===== src/rtl/uart_tx_fifo_if.sv =====
// Valid/ready word handshake between a producer and uart_tx_fifo.
interface uart_tx_fifo_if #(
    parameter int unsigned WIDTH = 8
);
    logic [WIDTH-1:0] dataIn;
    logic             dataValid;
    logic             dataReady;

    modport master (output dataIn, output dataValid, input dataReady);
    modport slave  (input dataIn, input dataValid, output dataReady);
endinterface


===== src/rtl/uart_tx_fifo.sv =====
// Buffered UART transmitter: FIFO in front of a configurable-format serialiser.
// Optional line-break generation is enabled by defining UART_TX_BREAK_EN.
module uart_tx_fifo #(
    parameter int unsigned CLK_FREQ   = 50_000_000,
    parameter int unsigned BAUD_RATE  = 115200,
    parameter int unsigned WIDTH      = 8,
    parameter int unsigned FIFO_DEPTH = 8,
    parameter int unsigned BREAK_BITS = 12
) (
    input  logic                        clk,
    input  logic                        reset,
    uart_tx_fifo_if.slave               bus,
    input  logic [1:0]                  parityMode,
    input  logic                        twoStop,
`ifdef UART_TX_BREAK_EN
    input  logic                        sendBreak,
`endif
    output logic                        uartTx,
    output logic                        txBusy,
    output logic                        txDone,
    output logic [$clog2(FIFO_DEPTH):0] fifoCount
);
    localparam int unsigned BAUD_COUNT = CLK_FREQ / BAUD_RATE;
    localparam int unsigned BAUD_W     = $clog2(BAUD_COUNT);
    localparam int unsigned PTR_W      = $clog2(FIFO_DEPTH);
    localparam int unsigned CNT_W      = PTR_W + 1;
    localparam int unsigned BIT_MAX    = (WIDTH > BREAK_BITS) ? WIDTH : BREAK_BITS;
    localparam int unsigned BIT_W      = $clog2(BIT_MAX);

    typedef enum logic [2:0] {
        IDLE, START, DATA, PARITY, STOP, DONE
`ifdef UART_TX_BREAK_EN
        , BREAK
`endif
    } state_t;

    logic [WIDTH-1:0] mem [FIFO_DEPTH];
    logic [PTR_W-1:0] wr_ptr, rd_ptr;
    logic [CNT_W-1:0] cnt, cnt_nxt;
    logic             ready, push, pop;

    state_t           state, state_nxt;
    logic [BAUD_W-1:0] baud, baud_nxt;
    logic [BIT_W-1:0] bit_cnt, bit_nxt;
    logic [WIDTH-1:0] shreg, sh_nxt;
    logic             par_bit, par_nxt, par_en, par_en_nxt;
    logic             two, two_nxt, brk, brk_nxt, tx, tx_nxt;
    logic             busy, done, bit_end;

    assign bus.dataReady = ready;
    assign uartTx        = tx;
    assign txBusy        = busy;
    assign txDone        = done;
    assign fifoCount     = cnt;

    assign push    = bus.dataValid && ready;
    assign cnt_nxt = cnt + CNT_W'(push) - CNT_W'(pop);
    assign bit_end = (baud == BAUD_W'(BAUD_COUNT - 1));

    // FIFO storage; ready is registered so a pop never combinationally frees a slot
    always_ff @(posedge clk) begin
        if (push) mem[wr_ptr] <= bus.dataIn;
    end

    always_comb begin
        state_nxt  = state;
        baud_nxt   = (state == IDLE || state == DONE) ? '0 : baud + BAUD_W'(1);
        bit_nxt    = bit_cnt;
        sh_nxt     = shreg;
        par_nxt    = par_bit;
        par_en_nxt = par_en;
        two_nxt    = two;
        brk_nxt    = brk;
        tx_nxt     = tx;
        pop        = 1'b0;
        case (state)
            IDLE: begin
                brk_nxt = 1'b0;
`ifdef UART_TX_BREAK_EN
                if (sendBreak) begin
                    state_nxt = BREAK;
                    tx_nxt    = 1'b0;
                    bit_nxt   = '0;
                end else
`endif
                if (cnt != '0) begin
                    pop        = 1'b1;
                    sh_nxt     = mem[rd_ptr];
                    par_en_nxt = (parityMode == 2'b01) || (parityMode == 2'b10);
                    par_nxt    = (^mem[rd_ptr]) ^ (parityMode == 2'b10);
                    two_nxt    = twoStop;
                    state_nxt  = START;
                    tx_nxt     = 1'b0;
                end
            end
            START: if (bit_end) begin
                state_nxt = DATA;
                baud_nxt  = '0;
                bit_nxt   = '0;
                tx_nxt    = shreg[0];
            end
            DATA: if (bit_end) begin
                baud_nxt = '0;
                if (bit_cnt == BIT_W'(WIDTH - 1)) begin
                    bit_nxt   = '0;
                    state_nxt = par_en ? PARITY : STOP;
                    tx_nxt    = par_en ? par_bit : 1'b1;
                end else begin
                    bit_nxt = bit_cnt + BIT_W'(1);
                    sh_nxt  = shreg >> 1;
                    tx_nxt  = shreg[1];
                end
            end
            PARITY: if (bit_end) begin
                state_nxt = STOP;
                baud_nxt  = '0;
                bit_nxt   = '0;
                tx_nxt    = 1'b1;
            end
            // second stop bit reuses bit_cnt as a flag
            STOP: if (bit_end) begin
                baud_nxt = '0;
                if (two && bit_cnt == '0) bit_nxt = BIT_W'(1);
                else state_nxt = brk ? IDLE : DONE;
            end
            DONE: state_nxt = IDLE;
`ifdef UART_TX_BREAK_EN
            BREAK: if (bit_end) begin
                baud_nxt = '0;
                if (bit_cnt == BIT_W'(BREAK_BITS - 1)) begin
                    state_nxt = STOP;
                    bit_nxt   = '0;
                    two_nxt   = 1'b0;
                    brk_nxt   = 1'b1;
                    tx_nxt    = 1'b1;
                end else begin
                    bit_nxt = bit_cnt + BIT_W'(1);
                end
            end
`endif
            default: begin
                state_nxt = IDLE;
                tx_nxt    = 1'b1;
            end
        endcase
    end

    always_ff @(posedge clk or posedge reset) begin
        if (reset) begin
            state   <= IDLE;
            baud    <= '0;
            bit_cnt <= '0;
            shreg   <= '0;
            par_bit <= 1'b0;
            par_en  <= 1'b0;
            two     <= 1'b0;
            brk     <= 1'b0;
            tx      <= 1'b1;
            busy    <= 1'b0;
            done    <= 1'b0;
            cnt     <= '0;
            ready   <= 1'b1;
            wr_ptr  <= '0;
            rd_ptr  <= '0;
        end else begin
            state   <= state_nxt;
            baud    <= baud_nxt;
            bit_cnt <= bit_nxt;
            shreg   <= sh_nxt;
            par_bit <= par_nxt;
            par_en  <= par_en_nxt;
            two     <= two_nxt;
            brk     <= brk_nxt;
            tx      <= tx_nxt;
            busy    <= (state_nxt != IDLE);
            done    <= (state_nxt == DONE);
            cnt     <= cnt_nxt;
            ready   <= (cnt_nxt != CNT_W'(FIFO_DEPTH));
            if (push) wr_ptr <= wr_ptr + PTR_W'(1);
            if (pop)  rd_ptr <= rd_ptr + PTR_W'(1);
        end
    end
endmodule


===== src/flat_wrapper.sv =====
// flat-port wrapper written by rule: the top's interface ports become plain ports
module uart_tx_fifo_flat 
#(
    parameter int unsigned CLK_FREQ   = 50_000_000,
    parameter int unsigned BAUD_RATE  = 115200,
    parameter int unsigned WIDTH      = 8,
    parameter int unsigned FIFO_DEPTH = 8,
    parameter int unsigned BREAK_BITS = 12
)
  (clk, reset, parityMode, twoStop, uartTx, txBusy, txDone, fifoCount, bus_dataIn, bus_dataValid, bus_dataReady);
  uart_tx_fifo_if #(.WIDTH(WIDTH)) bus_i ();
  input  logic clk;
  input  logic reset;
  input  logic [1:0] parityMode;
  input  logic twoStop;
  output logic uartTx;
  output logic txBusy;
  output logic txDone;
  output logic [$clog2(FIFO_DEPTH):0] fifoCount;
  input wire logic [$bits(bus_i.dataIn)-1:0] bus_dataIn;
  input wire logic [$bits(bus_i.dataValid)-1:0] bus_dataValid;
  output wire logic [$bits(bus_i.dataReady)-1:0] bus_dataReady;
  assign bus_i.dataIn = bus_dataIn;
  assign bus_i.dataValid = bus_dataValid;
  assign bus_dataReady = bus_i.dataReady;
  uart_tx_fifo #(.CLK_FREQ(CLK_FREQ), .BAUD_RATE(BAUD_RATE), .WIDTH(WIDTH), .FIFO_DEPTH(FIFO_DEPTH), .BREAK_BITS(BREAK_BITS)) u_core (.clk(clk), .reset(reset), .bus(bus_i), .parityMode(parityMode), .twoStop(twoStop), .uartTx(uartTx), .txBusy(txBusy), .txDone(txDone), .fifoCount(fifoCount));
endmodule

===== config.mk =====
export PLATFORM = sky130hd
export DESIGN_NAME = uart_tx_fifo_flat
export DESIGN_NICKNAME = d
export VERILOG_FILES = /design/src/rtl/uart_tx_fifo_if.sv /design/src/rtl/uart_tx_fifo.sv /design/src/flat_wrapper.sv
export SDC_FILE = /design/constraint.sdc
export NUM_CORES = 1
export LEC_CHECK = 0
export ABC_AREA = 1
export BUFFER_PORTS_ARGS = -buffer_cell sky130_fd_sc_hd__buf_2
export CAP_MARGIN = 15
export CORE_MARGIN = 1.5
export CORE_UTILIZATION = 37
export CTS_BUF_LIST = sky130_fd_sc_hd__clkbuf_8
export DETAILED_ROUTE_END_ITERATION = 16
export REMOVE_ABC_BUFFERS = 1
export SYNTH_ARGS = -nofsm -noshare
export SYNTH_HDL_FRONTEND = slang
export SYNTH_SLANG_ARGS = --single-unit

===== constraint.sdc =====
create_clock -name clk -period 2.3 [get_ports clk]
set_input_delay 0.115 -clock clk [delete_from_list [all_inputs] [get_ports clk]]
set_output_delay 0.115 -clock clk [all_outputs]
set_load 0.01 [all_outputs]

==> flow_summary_export.csv <==
group,metric,value,unit
setup_path,crit_required,2.61,ns
grt,grt.total_usage,15.4,%
sta,rsz0062_at_grt,"no",
cts,path_clk_slew,0.10,ns
cts,clock_path_buffers,2,
grt,grt_max_degree,42,
floorplan,ios,22,
floorplan,core_area,0.0138,mm^2
sta,setup_tns,0,ns
floorplan,fp-row-count,43,
finish,areaGrowthSynthToFinish,14.0,%
drt,dr.pass1.iters,5,
logic_synthesis,ys_ff_latch,105,
setup_path,crit_type,"flop to flop",
logic_synthesis,ys_warn_count,0,
drt,drc_errors,0,
min_path,hold_class,"primary input to flop",
finish,final_cell_mix,"nand2_1 (152), edfxtp_1 (64), inv_1 (62)",
cts,cts_tree,"built",
power_and_ir_drop,leakagePower,0.00260,uW
logic_synthesis,ys_types,44,
finish,nets,637,
sta,post-route-period-util,94.8,%
grt,grt_overflow,0,
finish,final_common_cell,"nand2_1",
drt,routed_via_density,4.77,
logic_synthesis,synth_top_cell_area_share,37.1,%
sta,tightest_slew,0.504,ns
finish,fillers,1356,
setup_path,end_kind,"flop",
drt,wl_per_cell,13.1,um
floorplan,start_util,37.6,%
logic_synthesis,avgSynthCellArea,9.26,um^2
finish,seq_area,0.00295,mm^2
cts,cts-buffers-inserted,9,
sta,skew,0.0132,ns
floorplan,die_h,121,um
finish,multi_input_area,0.00186,mm^2
setup_path,worstPathArrival,2.49,ns
floorplan,design.die.area,0.0147,mm^2
logic_synthesis,ys_top_cells_by_area,"edfxtp_1 (37%), dfrtp_1 (19%), nand2_1 (11%)",
logic_synthesis,yosysTopAreaCell,"edfxtp_1",
logic_synthesis,syn_inst,559,
drt,routed_wl,10.4,mm
sta,period_minus_slack,2.18,ns
sta,timing.fmax,459,MHz
finish,diodes,0,
setup_path,worstPathMaxFanout,2,
power_and_ir_drop,powerDensity,718,mW/mm^2
drt,drt-initial-drc-count,216,
finish,drive_gt1_share,16.4,%
sta,timing_hold_violations_final,0,
sta,relSlewSlack,66.2,%
place,gp_congestion,0.830,
power_and_ir_drop,max-vdd-ir-drop,0.494,mV
logic_synthesis,synth-seq-area-share,57.0,%
place,port-buffer-count,21,
sta,timing.hold.ws,0.0335,ns
drt,vias,3787,
place,hpwl,7.20,mm
floorplan,die_w,121,um
logic_synthesis,synth_flop_cell,"edfxtp_1",
cts,h-tree-depth,3,
logic_synthesis,synth-edff-count,64,
logic_synthesis,synth_async_sr_flop_share,39.0,%
logic_synthesis,syn_area,0.00517,mm^2
grt,antenna_found_initial,0,
cts,worstSkewPairLatency,0.39,ns
status,status,"finished clean",
grt,grt_pass1_wl,17.2,mm
grt,grt_pass1_vias,3629,
cts,cts_sinks,105,
flow_run,drv_cap,0,
setup_path,cp-start-kind,"flop",
sta,maxSlewViolCount,0,
cts,root_buffer,"clkbuf_8",
drt,ant_nets,0,
sta,setup_violations,0,
setup_path,rrSetupSlack,0.12,ns
[layer usage]
layer,part of all wire (%),track usage [%]
met2,49,25.5
met1,45,18.9
met3,4.5,4.18
met4,2.1,6.18
met5,0,0
[per-stage QoR]
step           instance area, um^2  std cells  util (%)  worst slack, ns  power (uW)
3_5_place_dp                  5550        767      40.3          -0.0410        3100
3_3_place_gp                  5550        767      40.3           0.0651        3060
4_1_cts                       5840        793      42.4           0.0119        4210
2_1_floorplan                 5040        545         -         -0.00106        2820
5_1_grt                       5900        794      42.8          0.00130        4480
6_report                      5900        794      42.8            0.119        4240
[power by group]
part           switching [uW]  internal, uW  total (uW)
Sequential               88.5          2220        2310
Combinational             511           333         844
Clock                     666           415        1080
Total                    1270          2970        4240
[cell usage after synthesis, types with 2 or more instances]
cell,n
inv_1,68
nand3_2,3
buf_2,4
a21oi_1,7
xnor2_1,3
inv_2,4
dfrtp_1,39
nor2_1,61
o21ai_2,2
o21ai_0,24
nand3_1,36
buf_4,2
o21ai_1,21
dfstp_2,2
xor2_1,4
nand4_1,2
edfxtp_1,64
ha_1,12
nor2_4,2
nand2_2,7
o22ai_1,3
nor2_2,2
nor3_1,8
buf_6,7
nand2_1,153
[state kept, by name, summed over array words and instances (netlist names), 3 cells and up]
signal / cells
u_core.mem: 64
u_core.bit_cnt: 4
u_core.wr_ptr: 3
u_core.state: 3
u_core.rd_ptr: 3
u_core.fifoCount: 4
u_core.baud: 9
u_core.shreg: 8
[final timing paths]
kind	start	end	cells past startpoint
max in group asynchronous	reset	u_core.uartTx	4
min	parityMode[1]	u_core.par_en	3
min reg2reg	u_core.par_bit	u_core.par_bit	2
max	u_core.state[0]	u_core.bus.dataReady	13
max reg2reg	u_core.state[0]	u_core.bus.dataReady	13
min in group asynchronous	reset	u_core.wr_ptr[1]	4
[cell type report]
class,instances,area share [%]
clock buffer,9,2.10
clock inverter,6,1.06
inverter,75,4.90
multi-input combinational,365,31.5
sequential,105,50.0
tap,180,3.82
timing repair buffer,54,6.66
[worst max-delay path: stages (launching register included)]
cell and delay, ns:
dfrtp_1 0.40, nor2_2 0.14, inv_2 0.07, nor2_4 0.09, inv_2 0.05, nor2_4 0.12
ha_4 0.21, inv_2 0.04, ha_2 0.16, inv_1 0.05, fa_1 0.51, inv_2 0.05
nor3_2 0.14, nand2_1 0.07
[cell families after synthesis]
kind of cell	synth area share (%)
xor+xnor	1.19
flops	57.0
buf+inv	8.08
fa+ha+maj	3.29
compound gates	7.16
simple gates	23.3
[what timing repair did]
| action | 4_1_cts | 5_1_grt |
|---|---|---|
| pin swaps | 0 | 6 |
| hold buffers | 11 | 0 |
| gates resized for setup | 1 | 15 |
| endpoints found under the setup margin | 1 | 1 |
| setup buffers | 0 | 1 |
| hold endpoints to repair | 105 | 0 |
Power figures use the tool's default switching activity.
